--- src/rtl/cell_fetch_sequencer_pkg.sv ---
// Shared constants and types for the text-mode cell fetch sequencer:
// cell-word bit layout, character-height range and FSM state encoding.
package cell_fetch_sequencer_pkg;

    localparam int CHAR_H_DEFAULT = 10;

    localparam int CHARINDEX_HI   = 7;
    localparam int CHARINDEX_LO   = 0;
    localparam int CHARHEIGHT_W   = 4;

    localparam int BIT_INVERT     = 8;
    localparam int BIT_UNDERLINE  = 9;
    localparam int BIT_XSIZE      = 10;
    localparam int BIT_YSIZE      = 11;
    localparam int BIT_YPART      = 12;

    typedef enum logic [1:0] {
        ST_IDLE  = 2'd0,
        ST_FETCH = 2'd1,
        ST_DRAIN = 2'd2,
        ST_DONE  = 2'd3
    } state_t;

    typedef struct packed {
        logic [7:0] char_index;
        logic       invert;
        logic       underline;
        logic       xsize;
        logic       ysize;
        logic       ypart;
    } cell_attr_t;

    // Split a raw text-RAM word into the fields the generator consumes.
    function automatic cell_attr_t unpack_cell(input logic [15:0] w);
        cell_attr_t c;
        c.char_index = w[CHARINDEX_HI:CHARINDEX_LO];
        c.invert     = w[BIT_INVERT];
        c.underline  = w[BIT_UNDERLINE];
        c.xsize      = w[BIT_XSIZE];
        c.ysize      = w[BIT_YSIZE];
        c.ypart      = w[BIT_YPART];
        return c;
    endfunction

endpackage

--- src/rtl/cell_fetch_sequencer_pixel_shifter.sv ---
// 8-bit pixel row shifter: parallel load, shift left, MSB is the current pixel.
module pixel_shifter (
    input  logic       clk,
    input  logic       reset_n,
    input  logic       i_clear,
    input  logic       i_load,
    input  logic       i_shift_en,
    input  logic [7:0] i_data,
    output logic       o_msb
);

    logic [7:0] r_sr;

    // Clear beats load beats shift so a frame restart always blanks the row.
    always_ff @(posedge clk or negedge reset_n) begin
        if (!reset_n) begin
            r_sr <= 8'h00;
        end else if (i_clear) begin
            r_sr <= 8'h00;
        end else if (i_load) begin
            r_sr <= i_data;
        end else if (i_shift_en) begin
            r_sr <= {r_sr[6:0], 1'b0};
        end
    end

    assign o_msb = r_sr[7];

endmodule

--- src/rtl/cell_fetch_sequencer.sv ---
// Per-scanline character-cell fetch sequencer.
//
// state | meaning
// ------+-------------------------------------------------------------
// IDLE  | waiting for line_start
// FETCH | 8-phase cell loop over all columns of the current scanline
// DRAIN | last cell's 8 pixels shift out, then row/scanline advance
// DONE  | every scanline of the frame emitted; only frame_start leaves
module cell_fetch_sequencer
    import cell_fetch_sequencer_pkg::*;
#(
    parameter int COLUMNS = 80,
    parameter int ROWS    = 48,
    parameter int CHAR_H  = CHAR_H_DEFAULT,
    parameter int ADDR_W  = 12
) (
    input  logic                    clk,
    input  logic                    reset_n,
    input  logic                    frame_start,
    input  logic                    line_start,
    output logic [ADDR_W-1:0]       mem_addr,
    output logic                    mem_rd,
    input  logic [15:0]             mem_data,
    output logic [7:0]              gen_char_index,
    output logic [CHARHEIGHT_W-1:0] gen_ychar,
    output logic                    gen_xsize,
    output logic                    gen_ysize,
    output logic                    gen_xpart,
    output logic                    gen_ypart,
    output logic                    gen_underline,
    output logic                    gen_invert,
    input  logic [7:0]              gen_row_pixels,
    output logic                    pixel,
    output logic                    pixel_active,
    output logic                    overrun
);

    localparam int COL_W = (COLUMNS > 1) ? $clog2(COLUMNS) : 1;
    localparam int ROW_W = $clog2(ROWS + 1);

    state_t                  r_state;
    state_t                  w_state_nxt;
    logic [2:0]              r_phase;
    logic [COL_W-1:0]        r_col;
    logic [ROW_W-1:0]        r_row;
    logic [CHARHEIGHT_W-1:0] r_ychar;
    logic [ADDR_W-1:0]       r_row_base;
    logic                    r_pend_valid;
    cell_attr_t              r_pend;
    cell_attr_t              r_gen;
    logic                    r_gen_xpart;
    logic                    r_active;
    logic                    r_overrun;

    logic                    w_last_phase;
    logic                    w_last_col;
    logic                    w_last_ychar;
    logic                    w_last_row;
    logic                    w_line_end;
    logic                    w_load;
    logic                    w_latch;
    logic                    w_busy;
    logic                    w_shift_msb;
    cell_attr_t              w_word;

    assign w_last_phase = (r_phase == 3'd7);
    assign w_last_col   = (r_col == COL_W'(COLUMNS - 1));
    assign w_last_ychar = (r_ychar == CHARHEIGHT_W'(CHAR_H - 1));
    assign w_last_row   = (r_row == ROW_W'(ROWS - 1));
    assign w_line_end   = (r_state == ST_DRAIN) && w_last_phase;
    assign w_load       = (r_state == ST_FETCH) && w_last_phase;
    assign w_latch      = (r_state == ST_FETCH) && (r_phase == 3'd1);
    assign w_busy       = (r_state == ST_FETCH) || (r_state == ST_DRAIN);
    assign w_word       = unpack_cell(mem_data);

    // State register.
    always_ff @(posedge clk or negedge reset_n) begin
        if (!reset_n) begin
            r_state <= ST_IDLE;
        end else begin
            r_state <= w_state_nxt;
        end
    end

    // Next-state logic; frame_start overrides everything, including line_start.
    always_comb begin
        w_state_nxt = r_state;
        if (frame_start) begin
            w_state_nxt = ST_IDLE;
        end else begin
            case (r_state)
                ST_IDLE:  if (line_start) w_state_nxt = ST_FETCH;
                ST_FETCH: if (w_last_phase && w_last_col) w_state_nxt = ST_DRAIN;
                ST_DRAIN: if (w_last_phase)
                              w_state_nxt = (w_last_ychar && w_last_row) ? ST_DONE : ST_IDLE;
                ST_DONE:  w_state_nxt = ST_DONE;
                default:  w_state_nxt = ST_IDLE;
            endcase
        end
    end

    // Phase and column counters; the 3-bit phase wraps on its own.
    always_ff @(posedge clk or negedge reset_n) begin
        if (!reset_n) begin
            r_phase <= 3'd0;
            r_col   <= '0;
        end else if (frame_start || ((r_state == ST_IDLE) && line_start)) begin
            r_phase <= 3'd0;
            r_col   <= '0;
        end else if (r_state == ST_FETCH) begin
            r_phase <= r_phase + 3'd1;
            if (w_last_phase) begin
                r_col <= w_last_col ? '0 : r_col + COL_W'(1);
            end
        end else if (r_state == ST_DRAIN) begin
            r_phase <= r_phase + 3'd1;
        end
    end

    // Scanline / text-row advance; row_base is accumulated instead of multiplied.
    always_ff @(posedge clk or negedge reset_n) begin
        if (!reset_n) begin
            r_ychar    <= '0;
            r_row      <= '0;
            r_row_base <= '0;
        end else if (frame_start) begin
            r_ychar    <= '0;
            r_row      <= '0;
            r_row_base <= '0;
        end else if (w_line_end) begin
            if (w_last_ychar) begin
                r_ychar    <= '0;
                r_row      <= r_row + ROW_W'(1);
                r_row_base <= r_row_base + ADDR_W'(COLUMNS);
            end else begin
                r_ychar <= r_ychar + CHARHEIGHT_W'(1);
            end
        end
    end

    // Double-width resolution: a pending first half supplies the next cell,
    // whose own RAM word is discarded. Pending never survives a line end.
    always_ff @(posedge clk or negedge reset_n) begin
        if (!reset_n) begin
            r_pend_valid <= 1'b0;
            r_pend       <= '0;
            r_gen        <= '0;
            r_gen_xpart  <= 1'b0;
        end else if (frame_start || w_line_end) begin
            r_pend_valid <= 1'b0;
        end else if (w_latch) begin
            if (r_pend_valid) begin
                r_gen        <= r_pend;
                r_gen_xpart  <= 1'b1;
                r_pend_valid <= 1'b0;
            end else begin
                r_gen        <= w_word;
                r_gen_xpart  <= 1'b0;
                r_pend       <= w_word;
                r_pend_valid <= w_word.xsize;
            end
        end
    end

    // Pixel window opens on the first row load and closes when the drain ends.
    always_ff @(posedge clk or negedge reset_n) begin
        if (!reset_n) begin
            r_active <= 1'b0;
        end else if (frame_start || w_line_end) begin
            r_active <= 1'b0;
        end else if (w_load) begin
            r_active <= 1'b1;
        end
    end

    // Sticky overrun: a new line requested before the previous one finished.
    always_ff @(posedge clk or negedge reset_n) begin
        if (!reset_n) begin
            r_overrun <= 1'b0;
        end else if (frame_start) begin
            r_overrun <= 1'b0;
        end else if (line_start && w_busy) begin
            r_overrun <= 1'b1;
        end
    end

    pixel_shifter u_shifter (
        .clk        (clk),
        .reset_n    (reset_n),
        .i_clear    (frame_start),
        .i_load     (w_load),
        .i_shift_en (r_active),
        .i_data     (gen_row_pixels),
        .o_msb      (w_shift_msb)
    );

    assign mem_rd         = (r_state == ST_FETCH) && (r_phase == 3'd0);
    assign mem_addr       = r_row_base + ADDR_W'(r_col);
    assign gen_char_index = r_gen.char_index;
    assign gen_ychar      = r_ychar;
    assign gen_xsize      = r_gen.xsize;
    assign gen_ysize      = r_gen.ysize;
    assign gen_xpart      = r_gen_xpart;
    assign gen_ypart      = r_gen.ypart;
    assign gen_underline  = r_gen.underline;
    assign gen_invert     = r_gen.invert;
    assign pixel          = r_active & w_shift_msb;
    assign pixel_active   = r_active;
    assign overrun        = r_overrun;

endmodule

--- config.mk ---
export PLATFORM = sky130hd
export DESIGN_NAME = cell_fetch_sequencer
export DESIGN_NICKNAME = d
export VERILOG_FILES = /design/src/rtl/cell_fetch_sequencer_pkg.sv /design/src/rtl/cell_fetch_sequencer_pixel_shifter.sv /design/src/rtl/cell_fetch_sequencer.sv
export SDC_FILE = /design/constraint.sdc
export NUM_CORES = 1
export LEC_CHECK = 0
export CORE_ASPECT_RATIO = 0.5
export CORE_MARGIN = 2
export CORE_UTILIZATION = 51
export DETAILED_ROUTE_END_ITERATION = 8
export GPL_TIMING_DRIVEN = 0
export HOLD_SLACK_MARGIN = 0.03
export PLACE_DENSITY_LB_ADDON = 0.05
export SLEW_MARGIN = 20
export SYNTH_ARGS = -nofsm -noshare
export SYNTH_HDL_FRONTEND = slang
export SYNTH_SLANG_ARGS = --single-unit
export TNS_END_PERCENT = 50
--- constraint.sdc ---
create_clock -name clk -period 2.9 [get_ports clk]
set_clock_uncertainty 0.1 [all_clocks]
set_input_delay 0.58 -clock clk [delete_from_list [all_inputs] [get_ports clk]]
set_output_delay 0.58 -clock clk [all_outputs]
set_load 0.05 [all_outputs]
Word level (Yosys, flattened, before mapping)
Index checks and enable logic that the tools add are counted.
{"block": "word_totals", "ff_bits": 59, "output_inout_bits": 34, "elab_cells": 98, "in_bits": 28}
{"block": "classes", "n_eq_ne": 11, "add_sub_neg": 6, "muxes": 34, "bitwise": 3, "reduce_logical": 27}
{"cell": "2-to-1 mux 12 bit", "count": 3}
{"cell": "2-to-1 mux 7 bit", "count": 4}
{"cell": "2-to-1 mux 8 bit", "count": 3}
{"cell": "2-to-1 mux 6 bit", "count": 3}
{"cell": "nonzero test 2 bit", "count": 7}
{"cell": "2-to-1 mux 13 bit", "count": 1}
{"cell": "adder 12 x 7 -> 12 bit", "count": 1}
{"cell": "adder 12 x 7 -> 12 bit, second input constant", "count": 1}
{"cell": "2-to-1 mux 4 bit", "count": 3}
{"cell": "2-to-1 mux 2 bit", "count": 5}
{"cell": "2-to-1 mux 3 bit", "count": 3}
{"cell": "logical AND 1 bit", "count": 8}
{"cell": "2-to-1 mux 1 bit", "count": 8}
{"cell": "one-hot mux 2 bit (4 select lines)", "count": 1}
{"cell": "adder 7 x 1 -> 7 bit, second input constant", "count": 1}
{"cell": "== test 7 bit, second input constant", "count": 1}
{"cell": "adder 6 x 1 -> 6 bit, second input constant", "count": 1}
{"cell": "== test 6 bit, second input constant", "count": 1}
{"cell": "inequality test 3 bit, second input constant", "count": 2}
{"cell": "AND reduction 2 bit", "count": 3}
{"cell": "AND reduction 3 bit", "count": 2}
{"cell": "nonzero test 3 bit", "count": 2}
{"cell": "adder 4 x 1 -> 4 bit, second input constant", "count": 1}
{"cell": "== test 2 bit, second input constant", "count": 2}
{"cell": "11 further kinds", "count": 14}

Depth between registers and ports, before layout
{"block": "logic_depth", "word_depth": 6, "depth_mapped": 8, "mapped_depth_nobuf": 6}

By module
From an unflattened synthesis, not the netlist that was laid out.
{"block": "unflattened", "hier_cells": 287, "hier_area_um2": 2990.4}
{"mod": "cell_fetch_sequencer", "instances": 1, "cells_per_inst": 252, "seq_area_each_um2": 1176.1, "area_per_inst_um2": 2581.2}
{"mod": "pixel_shifter", "instances": 1, "cells_per_inst": 35, "seq_area_each_um2": 200.2, "area_per_inst_um2": 409.1}

Least setup slack after synthesis
OpenSTA, ideal clock, no wires.
{"block": "synth_timing", "path_kind": "flip-flop to output port", "start": "register r_col[5]", "end": "output mem_addr[11]", "arrival_time_ps": 2028, "path_stages_with_launch": 6, "path_slack_ps": 192, "path_buffers": 0, "required_time_ps": 2220, "path_cell_list": "dfrtp_1 ha_1 a21o_1 a21oi_1 nor2_1 xor2_1"}
{"block": "synth_via", "elab_chain_len": 1}
{"element": "from (decl)", "line_no": "cell_fetch_sequencer.sv:44", "rtl": "logic [COL_W-1:0] r_col;"}
{"element": "from (signal assigned)", "line_no": "cell_fetch_sequencer.sv:113", "rtl": "r_col <= w_last_col ? '0 : r_col + COL_W'(1);"}
{"element": "adder 12 x 7 -> 12 bit", "line_no": "cell_fetch_sequencer.sv:198", "rtl": "assign mem_addr = r_row_base + ADDR_W'(r_col);"}
{"element": "to (decl)", "line_no": "cell_fetch_sequencer.sv:21", "rtl": "output logic [ADDR_W-1:0] mem_addr,"}
Every way passes these cells.

Final worst setup path
{"block": "layout_timing", "start": "register r_col[5]", "end": "output mem_addr[5]"}
The elaborated chain is that of the path after synthesis.

==> metrics.txt <==
initial antenna violation count=0; Place WS=-0.131 ns; clock root buffer=clkbuf_16; Most used DFF post-synth=dfrtp_1; PortBufs=58; Diodes inserted=0; Core Box Area=5560 um^2; die height=58.1 um; DPL Wire Length=between 4000 and 5000 um; RSZ-0062 raised after global routing=no; Static Leak=0.00166 uW; top cells by area in the synthesized netlist=dfrtp_1 46%, ha_1 7.5%, mux2_2 5.3%, a21oi_1 3.5%, nor2_1 3.1%; row cnt=19; most frequent cells in the layout=55 x dfrtp_1, 51 x clkdlybuf4s50_1, 25 x nor2_1; Post-synth EDFFs=0; total grt overflow=0; f_max=around 360 MHz; sequential element share of the synthesized area=roughly 46%; placed cell count=420; Antenna Nets Post-Route=0; vias per cell=5.52; insertion delay to the later sink of the worst-skew pair=0.29 ns; vias after detailed routing=2359; Area growth syn-to-layout=26.3%; initial core utilization=about 54%; mux share of post-synthesis cell area=under 10%; WL/cell=approximately 15 um; num ports=62; CP peak stage delay=0.82 ns; Design Area, Final=3770 um^2; GPL Wtd Cong=about 0.83; DR DRC count=0; Hold-fix buffers, CTS=0; total negative slack=0 ns; worst vdd ir=0.000614 V; Die ar.=6520 um^2; crit-path cells=ha_1 > xor2_1 > clkdlybuf4s50_1; post-synth cell types=49; CP Class=flip-flop to output port; RR Endpoint=gen_char_index[2]$_DFFE_PN0P_; setup repair bufs after CTS=0; Worst Reg-to-Reg Cells=7; Fin. Hold Viols=0; Slowest cell on crit path=clkdlybuf4s50_1; max-cap viol count=0; final wirelength=6350 um; HP Class=primary input to async pin; final setup vio count=0; commonest non-fill, non-tap cell in the layout=dfrtp_1; worst-margin pin slew=0.696 ns; Async SR Flop Fraction=100%; cell area power density=694 nW/um^2; layout cells sized above 1=13.0%; vias in the first global route=2274; FF+latch count, synth=55; relative slew slack=53.6%; H-Tree Depth=2; largest net degree at the start of global routing=56; area leader, netlist=dfrtp_1; status=finished clean; Total Routing Usage GR=20.8%; Critical Path Start Type=flip-flop; Final min period=roughly 2.8 ns; Total Nets Final=~400; Mapped Area=2990 um^2; XOR/XNOR Fraction of Synth Area=3.81%; Syn Nets=~340; Syn Area/Cell=approximately 10 um^2; die width=112 um; CP top delay family=buffers and inverters; Synth Instances=289; post-route setup slack=about 0.11 ns; Simple-Gate Fraction of Synth Area=15.9%; Max Root-Sink Buffers=2; first-pass GRT wire length=10700 um; Compound-Gate Fraction of Synth Area=about 13%; total power draw=between 2000 and 3000 uW; max-slew violation count=0; post-synth top area share=a little under half; Arrival @ worst endpoint=~2.1 ns; Sinks on Clock Net=55; crit-path max FO=7; RR Startpoint=r_phase[0]$_DFFE_PN0P_; post_cts resized=18; r2r setup slk=0.50 ns; YS warnings=0; largest family of logic cells by synthesized area=simple AND/OR/NAND/NOR gates; WP buf/inv=1; Final period util=96.2%; DP Area=between 3000 and 4000 um^2; initial DRC count=121; TritonRoute pass-1 iters=5; adder and majority gate portion of the synthesized area=7.54%; CTS Buf Count=5; Worst EP required=between 2 and 2.5 ns; CP endpoint kind=output port; CTS tree=yes; fin cells=427; Clock Pin Slew Worst Setup and Hold Paths=around 0.07 ns
==> cell usage after synthesis (4+ instances only) <==
master	instances
inv_1	9
xnor2_1	7
nor2_1	25
nand2_1	23
nand4_1	4
or3_1	9
ha_1	18
o21ai_0	14
dfrtp_1	55
or4_1	5
o31ai_1	5
xor2_1	6
mux2i_1	9
clkbuf_1	7
mux2_2	14
a211oi_1	7
nand3_1	6
buf_4	5
a21o_1	4
a21oi_1	21
==> power breakdown <==
part           total [uW]  switching, uW  internal (uW)  leakage, uW
Sequential            968           76.6            891     0.000740
Combinational        1060            663            398     0.000851
Clock                 587            268            319    0.0000669
Total                2620           1010           1610      0.00166
==> flip-flops by register name, indices dropped and copies added (netlist names) <==
register and count:
gen_char_index 8, r_phase 3, u_shifter.r_sr 8, r_pend_valid 1, gen_ychar 4, r_col 7
overrun 1, gen_invert 1, gen_ysize 1, gen_underline 1, r_row 6, r_state 2
gen_ypart 1, r_row_base 8, pixel_active 1, gen_xpart 1, gen_xsize 1
==> layer usage <==
metal	vias to the layer above	wire length, um	track usage [%]
li1	1151	-	-
met1	1141	2980	27.0
met2	61	2790	33.4
met3	6	528	7.85
met4	0	50	5.57
met5	-	0	0
==> layout make-up <==
cell class                      instances  area (um^2)
Buffer                                 16          106
Clock buffer                            6          129
Clock inverter                          2         12.5
Fill cell                             452         1790
Inverter                                9         33.8
Multi-Input combinational cell        208         1470
Sequential cell                        55         1380
Tap cell                               73         91.3
Timing Repair Buffer                   58          552
==> worst max path at each step <==
stage	startpoint	end	slack, ns	cells after the start
final	r_col[5]$_DFFE_PN0P_	mem_addr[5]	0.11	3
after global routing	r_col[5]$_DFFE_PN0P_	mem_addr[5]	0.005	3
after CTS	r_col[5]$_DFFE_PN0P_	mem_addr[10]	-0.02	6
after detailed placement	r_col[5]$_DFFE_PN0P_	mem_addr[9]	-0.13	6
after global placement	reset_n	r_row_base[11]$_DFFE_PN0P_	-0.48	1
after floorplan	r_col[5]$_DFFE_PN0P_	mem_addr[11]	0.19	5
==> cell families (layout without fill, tap and decap cells) <==
family | Yosys count | in the layout
adders and majority gates | 18 | 18
and+or+nand+nor | 91 | 91
other | 1 | 1
DFF | 55 | 55
xor gates and xnor gates | 13 | 13
AOI/OAI and AO/OA | 62 | 62
muxes | 23 | 23
buffers and inverters | 26 | 91
==> through the flow <==
stage	hold WS [ns]	utilization, %
after global routing	0.283	67.8
after detailed placement	0.395	65.7
after global placement	0.384	65.8
after CTS	0.257	68.1
after floorplan	0.184	-
final	0.224	67.8
Power figures use the tool's default switching activity.
